`src/rtl/mem_ctrl.sv`:
```
// Byte-serial memory controller: arbitrates instruction fetches and load/store
// accesses onto a single 8-bit RAM port, one byte address per cycle.
module mem_ctrl (
    input  logic        clk_in,
    input  logic        rst_in,
    input  logic        ifReq_in,
    input  logic [31:0] ifAddr_in,
    output logic        ifDone_out,
    output logic [31:0] ifInst_out,
    input  logic        memReq_in,
    input  logic        memWe_in,
    input  logic [31:0] memAddr_in,
    input  logic [1:0]  memLen_in,
    input  logic [31:0] memData_in,
    output logic        memDone_out,
    output logic [31:0] memData_out,
    output logic        stall_out,
    output logic [31:0] ramAddr_out,
    output logic        ramWe_out,
    output logic [7:0]  ramData_out,
    input  logic [7:0]  ramData_in
);

    localparam logic [1:0] IDLE   = 2'd0;
    localparam logic [1:0] IF_RD  = 2'd1;
    localparam logic [1:0] MEM_RD = 2'd2;
    localparam logic [1:0] MEM_WR = 2'd3;

    logic [1:0]  state;
    logic [31:0] addr_q;
    logic [31:0] wdata_q;
    logic [31:0] rbuf_q;
    logic [2:0]  len_q;
    logic [2:0]  cnt_q;
    logic [2:0]  mem_len;
    logic [31:0] next_addr;
    logic [31:0] rd_word;
    logic [7:0]  wr_byte;

    assign stall_out = memReq_in & ~memDone_out;

    always_comb begin
        case (memLen_in)
            2'b00:   mem_len = 3'd1;
            2'b01:   mem_len = 3'd2;
            default: mem_len = 3'd4;
        endcase
    end

    // cnt_q holds k while in address/data cycle ck
    assign next_addr = addr_q + {29'd0, cnt_q};

    // The byte on ramData_in in cycle ck belongs to result byte k-2
    always_comb begin
        rd_word = rbuf_q;
        case (cnt_q)
            3'd2:    rd_word[7:0]   = ramData_in;
            3'd3:    rd_word[15:8]  = ramData_in;
            3'd4:    rd_word[23:16] = ramData_in;
            3'd5:    rd_word[31:24] = ramData_in;
            default: ;
        endcase
    end

    always_comb begin
        case (cnt_q[1:0])
            2'd1:    wr_byte = wdata_q[15:8];
            2'd2:    wr_byte = wdata_q[23:16];
            2'd3:    wr_byte = wdata_q[31:24];
            default: wr_byte = wdata_q[7:0];
        endcase
    end

    always_ff @(posedge clk_in) begin
        if (!rst_in) begin
            state       <= IDLE;
            addr_q      <= 32'd0;
            wdata_q     <= 32'd0;
            rbuf_q      <= 32'd0;
            len_q       <= 3'd0;
            cnt_q       <= 3'd0;
            ifDone_out  <= 1'b0;
            ifInst_out  <= 32'd0;
            memDone_out <= 1'b0;
            memData_out <= 32'd0;
            ramAddr_out <= 32'd0;
            ramWe_out   <= 1'b0;
            ramData_out <= 8'd0;
        end else begin
            ifDone_out  <= 1'b0;
            memDone_out <= 1'b0;
            case (state)
                IDLE: begin
                    // A requester whose done pulse is showing is not re-accepted
                    if (memReq_in && !memDone_out) begin
                        addr_q      <= memAddr_in;
                        wdata_q     <= memData_in;
                        len_q       <= mem_len;
                        rbuf_q      <= 32'd0;
                        cnt_q       <= 3'd1;
                        ramAddr_out <= memAddr_in;
                        if (memWe_in) begin
                            state       <= MEM_WR;
                            ramWe_out   <= 1'b1;
                            ramData_out <= memData_in[7:0];
                        end else begin
                            state <= MEM_RD;
                        end
                    end else if (ifReq_in && !ifDone_out) begin
                        addr_q      <= ifAddr_in;
                        len_q       <= 3'd4;
                        rbuf_q      <= 32'd0;
                        cnt_q       <= 3'd1;
                        ramAddr_out <= ifAddr_in;
                        state       <= IF_RD;
                    end
                end
                IF_RD, MEM_RD: begin
                    if (state == IF_RD && !ifReq_in) begin
                        state       <= IDLE;
                        cnt_q       <= 3'd0;
                        ramAddr_out <= 32'd0;
                    end else begin
                        if (cnt_q >= 3'd2)
                            rbuf_q <= rd_word;
                        if (cnt_q < len_q)
                            ramAddr_out <= next_addr;
                        else
                            ramAddr_out <= 32'd0;
                        if (cnt_q == len_q + 3'd1) begin
                            state <= IDLE;
                            cnt_q <= 3'd0;
                            if (state == IF_RD) begin
                                ifDone_out <= 1'b1;
                                ifInst_out <= rd_word;
                            end else begin
                                memDone_out <= 1'b1;
                                memData_out <= rd_word;
                            end
                        end else begin
                            cnt_q <= cnt_q + 3'd1;
                        end
                    end
                end
                MEM_WR: begin
                    if (cnt_q < len_q) begin
                        ramAddr_out <= next_addr;
                        ramWe_out   <= 1'b1;
                        ramData_out <= wr_byte;
                        cnt_q       <= cnt_q + 3'd1;
                    end else begin
                        ramAddr_out <= 32'd0;
                        ramWe_out   <= 1'b0;
                        ramData_out <= 8'd0;
                        memDone_out <= 1'b1;
                        cnt_q       <= 3'd0;
                        state       <= IDLE;
                    end
                end
                default: state <= IDLE;
            endcase
        end
    end

endmodule
```
`config.mk`:
```
export PLATFORM = sky130hd
export DESIGN_NAME = mem_ctrl
export DESIGN_NICKNAME = d
export VERILOG_FILES = /design/src/rtl/mem_ctrl.sv
export SDC_FILE = /design/constraint.sdc
export NUM_CORES = 1
export LEC_CHECK = 0
export CORE_ASPECT_RATIO = 0.6
export CORE_UTILIZATION = 55
export DETAILED_ROUTE_END_ITERATION = 6
export PLACE_DENSITY = 0.84
export SLEW_MARGIN = 20
export SYNTH_ARGS = -nofsm -noshare
export SYNTH_HDL_FRONTEND = slang
export SYNTH_SLANG_ARGS = --single-unit
```
`constraint.sdc`:
```
create_clock -name clk_in -period 4.1 [get_ports clk_in]
set_input_delay 0.82 -clock clk_in [delete_from_list [all_inputs] [get_ports clk_in]]
set_output_delay 0.82 -clock clk_in [all_outputs]
set_load 0.02 [all_outputs]
```
== Word level (Yosys, flattened, before mapping) ==
Index checks and enable logic that the tools add are counted.

* Register bits: 211
* Output and inout port bits: 108
* Bits of input ports: 111
* Word-level logic and storage cells: 109

* Muxes and demuxes: 45
* Bitwise logic cells: 7
* Add/subtract/negate cells: 3
* Eq/ne operators: 19
* Magnitude comparators: 2
* Reductions and logical operators: 20

{| class="wikitable"
|+ Operators with widths
! kind !! count
|-
| two-way mux 32 bit || 8
|-
| case mux 32 bit (3 select lines) || 1
|-
| case mux 32 bit (2 select lines) || 1
|-
| two-way mux 8 bit || 7
|-
| adder 32 x 3 -> 32 bit || 1
|-
| case mux 8 bit (3 select lines) || 1
|-
| two-way mux 3 bit || 7
|-
| case mux 8 bit (2 select lines) || 1
|-
| AND reduction 4 bit || 3
|-
| two-way mux 2 bit || 5
|-
| inequality test 2 bit (second input constant) || 5
|-
| two-way mux 1 bit || 9
|-
| case mux 3 bit (3 select lines) || 1
|-
| == test 2 bit (second input constant) || 4
|-
| adder 3 x 1 -> 3 bit (second input constant) || 2
|-
| == test 2 x 1 -> 1 bit (second input constant) || 3
|-
| == test 3 x 2 -> 1 bit (second input constant) || 2
|-
| == test 3 bit (second input constant) || 2
|-
| inequality test 3 bit (second input constant) || 2
|-
| inverter 1 bit || 6
|-
| case mux 2 bit (3 select lines) || 1
|-
| case mux 3 bit (2 select lines) || 1
|-
| AND reduction 3 bit || 2
|-
| nonzero test 2 bit || 3
|-
| 11 further kinds || 18
|}

== Longest topological paths before layout ==
* Word-level depth: 5
* Mapped depth: 8
* Gate-level depth less buffers: 8

== Least setup slack after synthesis ==
Ideal clock, no wire load.

* Kind: input to output
* From: in memReq_in
* To: out stall_out
* Buffers on the path: 3
* Slack: 1,488 ps
* Arrival time: 1,792 ps
* Stages: 5
* Cells stage by stage: nand2b_1 buf_2 inv_1 clkbuf_1 buf_1

* Word-level cells in the longest chain between the ends: 1

{| class="wikitable"
|+ RTL lines
! what !! line !! text
|-
| start: declaration || 10 || <nowiki>input logic memReq_in,</nowiki>
|-
| bitwise AND 1 bit || 40 || <nowiki>assign stall_out = memReq_in & ~memDone_out;</nowiki>
|-
| end: declaration || 17 || <nowiki>output logic stall_out,</nowiki>
|}

No other way between the ends.

== Final worst setup path ==
Ends and elaborated chain as after synthesis.

==> results by group <==
Yosys
  – Largest family of logic cells by synthesized area: compound AO/OA/AOI/OAI gates
  – #FFs+latches synth: 211
  – Synth area leader: dfxtp_1
  – Ys async rst share: 0%
  – Synth unique cells: 56
  – Synth top area cells: dfxtp_1 (44%), nand2_1 (8.0%), o21ai_0 (4.6%)
  – Mapped Cells: roughly 1100
  – Post-synth EDFFs: 0
  – Synth Area in XOR/XNOR: 2.97%
  – Synth Area in Adders: 2.41%
  – Mux cell area share after synthesis: around 7.1%
  – Simple-Gate Fraction of Synth Area: 19.5%
  – Post-Synthesis Net Count: about 1300
  – Main synth FF type: dfxtp_1
  – Cell area after synthesis: a little under 10000 um^2
  – Mean Syn Cell Area: around 8.5 um^2
  – Yosys top cell area share: between 40% and 50%
  – Yosys Warn Count: 0
  – Sequential-to-total area share from yosys stat: between 40% and 50%
  – Synth Area in Compound Gates: about a fifth

Final layout
  – Final nets: between 1000 and 1500
  – Ant. Diodes: 0
  – Area Growth Syn to Fin: 29.9%
  – Layout fillers: ~1300
  – Commonest non-fill, non-tap cell in the layout: clkdlybuf4s50_1
  – Most frequent cells in the layout: clkdlybuf4s50_1 (217), dfxtp_1 (211), nand2_1 (205)
  – Share of layout cells above drive strength 1: under 10%

Job
  – Max-Cap Viols: 0

Routing
  – Routed wire length: ~28000 um
  – Via count: between 9000 and 10000
  – First-pass detailed-route iteration total: 5
  – Drt wl/cell: between 15 and 20 um
  – Iter 0 DRT Violations: 958
  – DR vias/cell: slightly below 6
  – Final antenna-violating net count: 0
  – DRC: 0

CTS
  – Clk sink count: 211
  – Clock root cell: clkbuf_16
  – Hold Buf Count CTS: 0
  – Cts repair resizes: 0
  – H-Tree Depth: 1
  – Clk buf depth: 3
  – Post-CTS setup buffers: 0
  – TritonCTS clock tree: built
  – TritonCTS Buffers: 20
  – Clock Latency Late Sink: 490 ps
  – Worst-path clk slew: 60 ps

Floorplan
  – Core ar.: 17100 um^2
  – Die Width: roughly 170 um
  – Ports: approximately 220
  – Site Rows: 37
  – Die Height: between 100 and 150 um
  – Die ar.: 18100 um^2
  – Starting Density: a little under three fifths

Setup path
  – Most used cell, CP: clkdlybuf4s50_1
  – Setup crit end kind: output pin
  – Worst path cell trace: clkdlybuf4s50_1, nand2b_1, inv_2, clkdlybuf4s50_1
  – CP startpoint kind: input port
  – CP required: approximately 3300 ps
  – Worst EP arrival: 2130 ps
  – CP top delay family: buffers and inverters
  – Setup Crit Path Kind: input port to output pin
  – Slowest stage delay, CP: around 600 ps
  – Crit path max fanout: 3
  – Worst Path Buf+Inv: 3
  – Worst path slowest cell: clkdlybuf4s50_1

Global routing
  – Antenna violations before repair: 0
  – First-pass GRT wire length: roughly 44000 um
  – Pin count of the biggest net entering global routing: about 110
  – Number of global-route vias before repair: between 8000 and 9000
  – Overflow left after global routing: 0
  – Tot GR Track Use: slightly below 30%

Hold path
  – Worst hold path class: register to register

Power and ir drop
  – Sw frac: between 30% and 40%
  – Flop pwr share: between 30% and 40%
  – Clock share of power: between 20 and 30%
  – Comb pwr share: about a third
  – Pwr/cell area: ~520 nW/um^2
  – Max rail drop VDD: approximately 0.33 mV
  – Switch Pwr: around 2.4 mW
  – Internal cell power: ~4.2 mW
  – Lkg Pwr: about 4.5 nW

Placed design
  – I/O Buffers: between 200 and 250
  – GP Congestion: approximately 0.86
  – Hpwl dp: approximately 19000 um

Timing
  – Clk_skew: 10.7 ps
  – Slew @ Worst Pin: between 1000 and 1500 ps
  – Final setup TNS: 0 ps
  – Tmin final: approximately 2900 ps
  – Achievable Freq: 0.339 GHz
  – Max Slew Vio Count: 0
  – Max-slew headroom: around 30%
  – Fin crit share: between 70% and 80%
  – Final Hold Fails: 0
  – RSZ-0062 raised after global routing: false
  – Worst hold slack: between 400 and 500 ps
  – Final number of setup-violating endpoints: 0

Run status
  – Outcome: finished clean
## state kept, by name, summed over array words and instances (netlist names), 3 cells and up
signal / flops
ifInst_out: 32
ramData_out: 8
cnt_q: 3
addr_q: 32
memData_out: 32
rbuf_q: 32
ramAddr_out: 32
wdata_q: 32
len_q: 3
## power by group through the flow
stage | sequential (mW) | clock (mW) | combinational [mW]
floorplan | 2.65 | 0 | 1.34
CTS | 2.57 | 1.87 | 2.10
detailed placement | 2.61 | 0 | 2.09
global route | 2.61 | 1.96 | 2.31
finish | 2.58 | 1.86 | 2.14
global placement | 2.60 | 0 | 2.03
## cell usage after synthesis (2+ instances only)
cell	count
a222oi_1	8
o21ai_1	3
a32oi_1	33
a311oi_1	32
and4_1	6
a211oi_1	2
mux2_2	32
o21a_1	23
nor2b_1	4
a211o_1	3
xor2_1	9
nand3b_1	3
buf_2	15
clkbuf_1	60
o22ai_1	23
a21oi_1	43
nor4_4	2
nand2b_1	6
buf_1	15
and2_1	2
nor3_1	9
xnor2_1	21
a31oi_1	8
mux2i_1	32
o22ai_2	2
nand2_1	205
a22oi_1	6
ha_1	17
or3_1	3
nor3_2	3
nor4_1	6
nand4_1	7
dfxtp_1	211
nor2_1	82
nand3_1	78
o21ai_0	89
inv_1	16
## cell families after synthesis
group | after synthesis
DFF | 211
and+or+nand+nor | 421
buffers and inverters | 108
adders and majority gates | 18
xor gates and xnor gates | 31
muxes | 64
AOI/OAI and AO/OA | 285
## worst paths after layout
path                  to  slack (ps)  depth (start not counted)   startpoint
max            stall_out        1150                          4    memReq_in
min          wdata_q[24]         460                          2  wdata_q[24]
max reg2reg   rbuf_q[12]        1190                          7     state[1]
min reg2reg  wdata_q[24]         460                          2  wdata_q[24]
## per-layer routing
layer  global-route usage [%]  share of wire (%)  vias up
met2                     43.8                 42      427
met3                     5.35                8.9       35
met4                     6.38                1.8        0
li1                         -                  -     4401
met5                        0                  0        -
met1                     45.0                 47     4370
## cell type report
cell class	count	area, um^2	area share (%)
clock inverter	7	85.1	0.679
inverter	16	61.3	0.489
clock buffer	25	551	4.39
multi-input combinational	819	5000	39.9
sequential	211	4220	33.7
tap	234	293	2.34
timing repair buffer	235	2320	18.5
## through the flow
stage / instances / area, um^2 / util, % / power, mW / worst slack (ps)
6_report: 1547 / 12500 / 73.2 / 6.58 / 1150
5_1_grt: 1547 / 12500 / 73.2 / 6.88 / 931
2_1_floorplan: 1138 / 9650 / - / 3.99 / 1490
3_5_place_dp: 1515 / 11900 / 69.4 / 4.70 / 1060
3_3_place_gp: 1515 / 11900 / 69.4 / 4.63 / 1150
4_1_cts: 1547 / 12500 / 73.2 / 6.55 / 1160
## worst min-delay path, stage by stage (launching register included)
cell and delay (ps):
dfxtp_1 310, nand2_1 50, a21oi_1 50
No activity file was read; power rests on OpenSTA's default activity.
